`config.mk`:
```
export PLATFORM = sky130hd
export DESIGN_NAME = credit_fifo_stage_flat
export DESIGN_NICKNAME = d
export VERILOG_FILES = /design/src/rtl/credit_fifo_stage_pkg.sv /design/src/rtl/credit_fifo_stage_if.sv /design/src/rtl/credit_fifo_stage_stage_fifo.sv /design/src/rtl/credit_fifo_stage.sv /design/src/flat_wrapper.sv
export SDC_FILE = /design/constraint.sdc
export NUM_CORES = 1
export LEC_CHECK = 0
export CAP_MARGIN = 20
export CORE_AREA = 2 2 98 100
export DETAILED_ROUTE_END_ITERATION = 10
export DIE_AREA = 0 0 100 102
export DONT_BUFFER_PORTS = 1
export GPL_TIMING_DRIVEN = 0
export SETUP_SLACK_MARGIN = 0.05
export SLEW_MARGIN = 20
export SYNTH_ARGS = -nofsm -noshare
export SYNTH_HDL_FRONTEND = slang
export SYNTH_HIERARCHICAL = 1
export SYNTH_SLANG_ARGS = --single-unit
```
`constraint.sdc`:
```
create_clock -name clk -period 2.7 [get_ports clk]
set_clock_uncertainty 0.15 [all_clocks]
set_input_delay 0.135 -clock clk [delete_from_list [all_inputs] [get_ports clk]]
set_output_delay 0.135 -clock clk [all_outputs]
set_load 0.01 [all_outputs]
```
`src/rtl/credit_fifo_stage_pkg.sv`:
```
// Shared constants, event bundle and pointer helper for the credit-managed FIFO stage.
package credit_fifo_stage_pkg;

  localparam int CFS_PATH_BITS       = 16;
  localparam int CFS_DEFAULT_DEPTH   = 2;
  localparam int CFS_DEFAULT_CREDITS = 1;

  typedef struct packed {
    logic send;
    logic push;
    logic saturate;
  } cfs_evt_t;

  // Pointer advance modulo an arbitrary depth (not restricted to powers of two).
  function automatic int unsigned cfs_wrap_inc(input int unsigned ptr, input int unsigned depth);
    if (ptr + 32'd1 >= depth) begin
      return 32'd0;
    end else begin
      return ptr + 32'd1;
    end
  endfunction

endpackage

```
`src/rtl/credit_fifo_stage_if.sv`:
```
// Link-side signals of credit_fifo_stage; slave = the stage, master = its environment.
// err_out exists only when CREDIT_FIFO_OVERFLOW_CHK_EN is defined.
interface credit_fifo_stage_if
  import credit_fifo_stage_pkg::*;
#(
  parameter int BITS  = CFS_PATH_BITS,
  parameter int DEPTH = CFS_DEFAULT_DEPTH
);

  localparam int CW = $clog2(DEPTH + 1);

  logic            valid_in;
  logic [BITS-1:0] data_in;
  logic            credit_out;
  logic            valid_out;
  logic [BITS-1:0] data_out;
  logic            credit_in;
  logic [CW-1:0]   occupancy;
`ifdef CREDIT_FIFO_OVERFLOW_CHK_EN
  logic            err_out;

  modport slave (
    input  valid_in, data_in, credit_in,
    output credit_out, valid_out, data_out, occupancy, err_out
  );

  modport master (
    output valid_in, data_in, credit_in,
    input  credit_out, valid_out, data_out, occupancy, err_out
  );
`else
  modport slave (
    input  valid_in, data_in, credit_in,
    output credit_out, valid_out, data_out, occupancy
  );

  modport master (
    output valid_in, data_in, credit_in,
    input  credit_out, valid_out, data_out, occupancy
  );
`endif

endinterface

```
`src/rtl/credit_fifo_stage_stage_fifo.sv`:
```
// stage_fifo: synchronous FIFO of any DEPTH >= 1 with push-while-full when a pop
// happens at the same edge. Head data is read combinationally from storage.
module stage_fifo
  import credit_fifo_stage_pkg::*;
#(
  parameter int BITS  = CFS_PATH_BITS,
  parameter int DEPTH = CFS_DEFAULT_DEPTH
) (
  input  logic                       clk,
  input  logic                       rst,
  input  logic                       push_i,
  input  logic                       pop_i,
  input  logic [BITS-1:0]            wdata_i,
  output logic [BITS-1:0]            head_o,
  output logic [$clog2(DEPTH+1)-1:0] count_o,
  output logic                       full_o,
  output logic                       empty_o
);

  localparam int CW = $clog2(DEPTH + 1);
  localparam int PW = (DEPTH > 1) ? $clog2(DEPTH) : 1;

  logic [BITS-1:0] mem_q [DEPTH];
  logic [PW-1:0]   rd_ptr_q, rd_ptr_d;
  logic [PW-1:0]   wr_ptr_q, wr_ptr_d;
  logic [CW-1:0]   count_q, count_d;
  logic            full_s, empty_s, do_pop_s, do_push_s;

  assign full_s    = (count_q == CW'(DEPTH));
  assign empty_s   = (count_q == CW'(1'b0));
  assign do_pop_s  = pop_i && !empty_s;
  assign do_push_s = push_i && (!full_s || do_pop_s);

  // Pointer and occupancy next-state.
  always_comb begin
    rd_ptr_d = rd_ptr_q;
    wr_ptr_d = wr_ptr_q;
    count_d  = count_q;
    if (do_pop_s) begin
      rd_ptr_d = PW'(cfs_wrap_inc(32'(rd_ptr_q), 32'(DEPTH)));
    end else begin
      rd_ptr_d = rd_ptr_q;
    end
    if (do_push_s) begin
      wr_ptr_d = PW'(cfs_wrap_inc(32'(wr_ptr_q), 32'(DEPTH)));
    end else begin
      wr_ptr_d = wr_ptr_q;
    end
    case ({do_push_s, do_pop_s})
      2'b10:   count_d = count_q + CW'(1'b1);
      2'b01:   count_d = count_q - CW'(1'b1);
      default: count_d = count_q;
    endcase
  end

  always_ff @(posedge clk) begin
    if (rst) begin
      rd_ptr_q <= {PW{1'b0}};
      wr_ptr_q <= {PW{1'b0}};
      count_q  <= {CW{1'b0}};
    end else begin
      rd_ptr_q <= rd_ptr_d;
      wr_ptr_q <= wr_ptr_d;
      count_q  <= count_d;
    end
  end

  always_ff @(posedge clk) begin
    if (do_push_s) begin
      mem_q[wr_ptr_q] <= wdata_i;
    end
  end

  assign head_o  = mem_q[rd_ptr_q];
  assign count_o = count_q;
  assign full_o  = full_s;
  assign empty_o = empty_s;

endmodule

```
`src/rtl/credit_fifo_stage.sv`:
```
// credit_fifo_stage: buffers fabric tokens and forwards them only while a downstream
// credit is held, returning one upstream credit per freed slot. Optional CREDIT_FIFO_OVERFLOW_CHK_EN.
module credit_fifo_stage
  import credit_fifo_stage_pkg::*;
#(
  parameter int ID      = 0,
  parameter int BITS    = CFS_PATH_BITS,
  parameter int DEPTH   = CFS_DEFAULT_DEPTH,
  parameter int CREDITS = CFS_DEFAULT_CREDITS
) (
  input logic               clk,
  input logic               rst,
  credit_fifo_stage_if.slave bus
);

  localparam int CW  = $clog2(DEPTH + 1);
  localparam int CRW = (CREDITS > 1) ? $clog2(CREDITS + 1) : 1;

  if ((DEPTH < 1) || (CREDITS < 1) || (ID < 0)) begin : g_bad_cfg
    $error("credit_fifo_stage: invalid DEPTH/CREDITS/ID");
  end

  cfs_evt_t        evt_s;
  logic [BITS-1:0] head_s;
  logic [CW-1:0]   count_s;
  logic            full_s, empty_s;
  logic [CRW-1:0]  credit_q, credit_d;
  logic            valid_out_q, credit_out_q;
  logic [BITS-1:0] data_out_q, data_out_d;

  stage_fifo #(
    .BITS  (BITS),
    .DEPTH (DEPTH)
  ) u_fifo (
    .clk     (clk),
    .rst     (rst),
    .push_i  (evt_s.push),
    .pop_i   (evt_s.send),
    .wdata_i (bus.data_in),
    .head_o  (head_s),
    .count_o (count_s),
    .full_o  (full_s),
    .empty_o (empty_s)
  );

  // Send uses the registered credit count, so a same-cycle credit_in cannot enable it.
  always_comb begin
    evt_s          = '{send: 1'b0, push: 1'b0, saturate: 1'b0};
    evt_s.send     = !empty_s && (credit_q != {CRW{1'b0}});
    evt_s.push     = bus.valid_in && (!full_s || evt_s.send);
    evt_s.saturate = bus.credit_in && !evt_s.send && (credit_q == CRW'(CREDITS));
    credit_d       = credit_q;
    if (evt_s.saturate) begin
      credit_d = credit_q;
    end else if (bus.credit_in && !evt_s.send) begin
      credit_d = credit_q + CRW'(1'b1);
    end else if (!bus.credit_in && evt_s.send) begin
      credit_d = credit_q - CRW'(1'b1);
    end else begin
      credit_d = credit_q;
    end
    if (evt_s.send) begin
      data_out_d = head_s;
    end else begin
      data_out_d = data_out_q;
    end
  end

  always_ff @(posedge clk) begin
    if (rst) begin
      credit_q     <= CRW'(CREDITS);
      valid_out_q  <= 1'b0;
      credit_out_q <= 1'b0;
      data_out_q   <= {BITS{1'b0}};
    end else begin
      credit_q     <= credit_d;
      valid_out_q  <= evt_s.send;
      credit_out_q <= evt_s.send;
      data_out_q   <= data_out_d;
    end
  end

  assign bus.valid_out  = valid_out_q;
  assign bus.credit_out = credit_out_q;
  assign bus.data_out   = data_out_q;
  assign bus.occupancy  = count_s;

`ifdef CREDIT_FIFO_OVERFLOW_CHK_EN
  logic overflow_s;
  logic err_q;

  assign overflow_s = bus.valid_in && full_s && !evt_s.send;

  // Sticky protocol-error flag: overflow drop or credit saturation.
  always_ff @(posedge clk) begin
    if (rst) begin
      err_q <= 1'b0;
    end else begin
      err_q <= err_q || overflow_s || evt_s.saturate;
    end
  end

  assign bus.err_out = err_q;
`endif

endmodule
```
`src/flat_wrapper.sv`:
```
// flat-port wrapper written by rule: the top's interface ports become plain ports
module credit_fifo_stage_flat import credit_fifo_stage_pkg::*;
#(
  parameter int ID      = 0,
  parameter int BITS    = CFS_PATH_BITS,
  parameter int DEPTH   = CFS_DEFAULT_DEPTH,
  parameter int CREDITS = CFS_DEFAULT_CREDITS
)
  (clk, rst, bus_valid_in, bus_data_in, bus_credit_in, bus_credit_out, bus_valid_out, bus_data_out, bus_occupancy);
  credit_fifo_stage_if #(.BITS(BITS), .DEPTH(DEPTH)) bus_i ();
  input logic clk;
  input logic rst;
  input wire logic [$bits(bus_i.valid_in)-1:0] bus_valid_in;
  input wire logic [$bits(bus_i.data_in)-1:0] bus_data_in;
  input wire logic [$bits(bus_i.credit_in)-1:0] bus_credit_in;
  output wire logic [$bits(bus_i.credit_out)-1:0] bus_credit_out;
  output wire logic [$bits(bus_i.valid_out)-1:0] bus_valid_out;
  output wire logic [$bits(bus_i.data_out)-1:0] bus_data_out;
  output wire logic [$bits(bus_i.occupancy)-1:0] bus_occupancy;
  assign bus_i.valid_in = bus_valid_in;
  assign bus_i.data_in = bus_data_in;
  assign bus_i.credit_in = bus_credit_in;
  assign bus_credit_out = bus_i.credit_out;
  assign bus_valid_out = bus_i.valid_out;
  assign bus_data_out = bus_i.data_out;
  assign bus_occupancy = bus_i.occupancy;
  credit_fifo_stage #(.ID(ID), .BITS(BITS), .DEPTH(DEPTH), .CREDITS(CREDITS)) u_core (.clk(clk), .rst(rst), .bus(bus_i));
endmodule
```
==> After elaboration in Yosys (flattened, before gate mapping) <==
Memory sizes are Yosys's and may differ from the RTL's. A register that Yosys moved wholly into a read port is not among the register bits.
Cells that the tools add are included.
{ "word_totals": {"wordCells": 42, "reg_bits": 6, "in_bits": 20, "ram_bits": 32, "mem_count": 1, "output_inout_bits": 20} }
{ "classes": {"order_cmp": 2, "reduce_logical": 17, "mux": 7, "eq_ne": 3, "addsub": 6, "bitwise": 1} }
{ "memory_table": {"columns": ["name", "depth", "word_bits", "read_ports", "rd_clocked_by_memory_dff", "wr", "line", "rtl"], "rows": [
  ["u_core.u_fifo.mem_q", 2, 16, 1, 1, 1, "credit_fifo_stage_stage_fifo.sv:23", "logic [BITS-1:0] mem_q [DEPTH];"]
]} }
{ "op_table": {"columns": ["operator", "n"], "rows": [
  ["$logic_and A1 B1 Y1", 7],
  ["$mux W1", 6],
  ["$add A1 B1 Y2 const B", 2],
  ["$eq A2 B2 Y1 const B", 2],
  ["$ge A2 B2 Y1 const B", 2],
  ["$logic_not A1 Y1", 4],
  ["$pmux W2 S2", 1],
  ["$reduce_bool A2 Y1", 2],
  ["$add A2 B1 Y2 const B", 1],
  ["$eq A2 B1 Y1 const B", 1],
  ["$logic_not A2 Y1", 1],
  ["$logic_or A1 B1 Y1", 2],
  ["$reduce_and A2 Y1", 1],
  ["$sub A2 B1 Y2 const B", 1],
  ["$add A1 B1 Y1 const B", 1],
  ["$not A1 Y1", 1],
  ["$sub A1 B1 Y1 const B", 1]
]} }

==> Depth between registers and ports, before layout <==
{ "logic_depth": {"ltp_word": 8, "mapped_depth": 10, "depth_no_buf": 8} }

==> Cells and area by module <==
The synthesis kept the hierarchy.
{ "modules_own_cells": {"columns": ["module", "n_inst", "seq_area_each_um2", "cells_per_inst", "area_each_um2"], "rows": [
  ["stage_fifo", 1, 1061.0, 77, 1403.8],
  ["credit_fifo_stage", 1, 360.3, 78, 837.1]
]} }

==> Worst setup path after synthesis <==
Ideal clock, no wire load.
{ "synth_path": {"kind": "reg-to-reg", "from": "register u_core.u_fifo.count_q[0], in the netlist u_core/u_fifo/count_o[0]", "to": "memory u_core/u_fifo/mem_q[1][0] in the netlist's numbering (enable)", "arrival_ns": 1.994, "required_ns": 2.162, "setup_ns": 0.388, "path_buffers": 1, "synth_period_minus_slack_ns": 2.532, "path_slack_ns": 0.168, "stages_incl_launch_ff": 7, "cell_sequence": "dfxtp_1 buf_6 nor2_1 nand2b_2 a21boi_0 o31ai_4 nor2_1"} }
{ "synth_lines": {"columns": ["item", "line", "rtl"], "rows": [
  ["from (decl)", "credit_fifo_stage_stage_fifo.sv:26", "logic [CW-1:0] count_q, count_d;"],
  ["from (signal assigned)", "credit_fifo_stage_stage_fifo.sv:60", "count_q <= {CW{1'b0}};"],
  ["from (signal assigned)", "credit_fifo_stage_stage_fifo.sv:64", "count_q <= count_d;"],
  ["to (decl)", "credit_fifo_stage_stage_fifo.sv:23", null]
]} }

==> impl_metrics.json <==
{
  "status": "finished clean",
  "worstRegToRegCells": 9,
  "power_mw": 2.54,
  "h-tree-depth": 2,
  "asyncSetResetFlopFracSynth_pct": 0,
  "hold_vio_cnt_final": 0,
  "num_antenna_cells": 0,
  "synth.lib_cells_used.distinct": 27,
  "hold_depth": 2,
  "yosys_warnings": 6,
  "grt_setup_unrepaired": "false",
  "vias_per_cell": 4.32,
  "worstSetupStartpointType": "register",
  "timing.hold.ws_ps": 81.5,
  "cts.sink_count": 55,
  "minimum_clock_period_after_layout_ps": 2490,
  "final_layout_size_suffix_gt1_share_pct": 25.1,
  "start_util_pct": 24.6,
  "die_area_sq_mm": 0.0102,
  "timing.critical_path.fanout_max": 11,
  "drt_pre_antenna_iters": 4,
  "synthFlopType": "edfxtp_1",
  "post_dp_cell_area_sq_mm": 0.00241,
  "fin_crit_sh_pct": 92.1,
  "netlist_top_cells_count": "edfxtp_1 (32), dfxtp_1 (23), mux2_2 (16), nand2b_1 (16), nand4bb_1 (16)",
  "grt_overflow_total": 0,
  "place_inst": 268,
  "hold_start": "rst",
  "pin_count": 40,
  "timing.critical_path.required_ps": 2780,
  "cts_max_path_buffers": 2,
  "max_capacitance_violation_count": 0,
  "regToRegSetupSlack_ps": 210,
  "floorplan.die.width_microns": 100,
  "chipHeight_microns": 102,
  "port_buffers": 0,
  "layout.cell_area.non_filler_sq_mm": 0.00268,
  "tritoncts": "built",
  "crit-reg2reg-capture": "u_core/u_fifo/count_o[1]",
  "worst-slew-pin-transition_ps": 473,
  "synth_top_cells_by_area": "edfxtp_1 (43%), dfxtp_1 (21%), mux2_2 (8.0%), nand4bb_1 (8.0%), nand2b_1 (4.5%)",
  "setup_viol_count_final": 0,
  "hold_path_class": "input pin to register",
  "finish.net_count": 203,
  "finalWirelength_microns": 4510,
  "worst_r2r_startpoint": "u_core/u_fifo/count_o[0]",
  "vias": 1269,
  "wp_data_arrival_ps": 2570,
  "worstHoldEndpoint": "u_core/bus.credit_out",
  "grt_antenna_before_repair": 0,
  "drc_markers": 0,
  "grt_pass1_wl_microns": 7220,
  "fmax_mhz": 402,
  "sequential_fraction_of_the_synthesis_area_pct": 63.4,
  "antenna_violation_net_count_after_detailed_routing": 0,
  "global_route.usage.total_pct": 9.31,
  "power.ir.vdd_worst_mv": 0.327,
  "timing_max_transition_violations_final": 0,
  "timing_worst_setup_path_type": "register to register",
  "core_area_sq_mm": 0.00911,
  "worst_setup_path_end_kind": "register",
  "area_growth_syn_to_layout_pct": 19.4,
  "synth_top_cell_area_share_pct": 42.9,
  "detailedPlacementHpwl_microns": 3210,
  "routedWlPerCell_microns": 15.3,
  "p_leak_nw": 0.885,
  "cell_with_the_most_instances_after_synthesis": "edfxtp_1",
  "row_count": 35,
  "slew_headroom_pct": 68.5,
  "netlist_area_sq_mm": 0.00224,
  "syn-instance-count": 155,
  "synth_seq_cells": 55,
  "fill_cells": 945,
  "cts_inserted_buffers": 5,
  "grt_max_degree": 16,
  "number_of_standard_cells_in_the_final_layout_excluding_fillers": 294,
  "postCtsSetupRepairBufs": 0,
  "finalWeightedCongestion": 0.767,
  "worstSkewPairLatency_ps": 300,
  "netlist.top_cell.by_area": "edfxtp_1",
  "synth_net_count": 176,
  "worst_setup_hold_path_clk_slew_ps": 90,
  "power-per-cell-area_mw_per_mm2": 951,
  "synth_area_per_inst_sq_um": 14.5,
  "synth_enable_flop_cells": 32,
  "drtIter0Drc": 49,
  "number_of_global_route_vias_before_repair": 1413,
  "cts.root.buffer_cell": "clkbuf_8"
}
-- worst max-delay path by stage --
stage | end | startpoint | slack (ps)
after floorplan | u_core/u_fifo/mem_q[1][0] | u_core/u_fifo/count_o[0] | 170
after global placement | u_core/u_fifo/mem_q[1][5] | u_core/u_fifo/count_o[0] | -450
after detailed placement | u_core/u_fifo/count_o[1] | u_core/u_fifo/count_o[0] | -70
after CTS | u_core/u_fifo/count_o[1] | u_core/u_fifo/count_o[0] | 80
after global routing | u_core/u_fifo/mem_q[1][12] | u_core/u_fifo/count_o[0] | 100
final | u_core/u_fifo/count_o[1] | u_core/u_fifo/count_o[0] | 210
-- cell families (layout without fill, tap and decap cells) --
| kind of cell | after synthesis | after routing | synth area share (%) |
|---|---|---|---|
| adder cells (fa/ha/maj) | 1 | 1 | 0.558 |
| multiplexers | 17 | 17 | 8.71 |
| AO/OA/AOI/OAI | 22 | 22 | 7.59 |
| XOR/XNOR | 3 | 3 | 1.17 |
| buffers and inverters | 13 | 41 | 3.69 |
| AND/OR/NAND/NOR | 44 | 44 | 14.9 |
| flip-flops | 55 | 55 | 63.4 |
-- sequential cells by signal, indices dropped and copies added (netlist names), named ones only --
signal and flops:
u_core/u_fifo/wr_ptr_q 1, u_core/bus.data_out 16, u_core/credit_q 1, u_core/u_fifo/count_o 2, u_core/u_fifo/mem_q 32, u_core/bus.credit_out 1, u_core/u_fifo/rd_ptr_q 1
-- where the power goes --
part           total [mW]  internal (mW)  leakage [nW]  switching (mW)
Sequential           1.30           1.13         0.488           0.170
Clock               0.429          0.178        0.0403           0.251
Combinational       0.819          0.388         0.357           0.431
Total                2.54           1.69         0.885           0.852
-- area by class of cell --
type	count	area, sq um	share of cell area (%)
Clock buffer	6	72.6	2.71
Sequential cell	55	1420	53.1
Multi-Input combinational cell	87	749	28.0
Buffer	10	68.8	2.57
Clock inverter	2	7.51	0.281
Inverter	3	13.8	0.514
Timing Repair Buffer	20	203	7.58
Tap cell	111	139	5.19
-- what timing repair did --
item	in CTS	in global routing
hold buffers	18	0
resized for setup	1	1
endpoints found under the setup margin	1	1
endpoints found under the hold margin	42	0
gates cloned	0	0
-- stage by stage --
step           TNS (ps)  setup WS (ps)  util [%]
6_report              0            213      29.4
5_1_grt               0           95.6      29.4
4_1_cts               0           79.8      29.3
3_5_place_dp      -67.3          -67.3      26.4
3_3_place_gp     -14390           -451      26.1
2_1_floorplan         0            168         -
-- placed cells by master (no fill, tap or decap), types with 2 or more instances in the layout --
master          n
nor2_1          7
clkbuf_8        5
o21ai_2         9
clkbuf_1        5
nand4bb_1      16
mux2_2         16
edfxtp_1       32
dlygate4sd3_1  18
buf_2           3
nand2b_1       16
clkinv_1        2
xnor2_1         2
dfxtp_1        23
buf_6           3
o21ai_1         6
o21ai_0         2
inv_1           2
nor2_2          2
-- metal layers --
metal  share of wire [%]  wire, microns  vias up  global-route usage (%)
li1                    -              -      622                       -
met1                  46           2060      615                    11.9
met2                  48           2170       30                    15.4
met3                 5.8            260        2                    2.94
met4                0.42             19        0                    2.53
met5                   0              0        -                       0
-- critical path, cell delays in order (launching register included) --
cell and delay (ps):
dfxtp_1 360, buf_6 150, nor2_4 190, nand2b_2 200, inv_4 70, buf_12 150
o31ai_4 290, ha_1 330, or3_1 380, a21oi_1 140
Note: power is estimated with default switching activity, not from simulation.
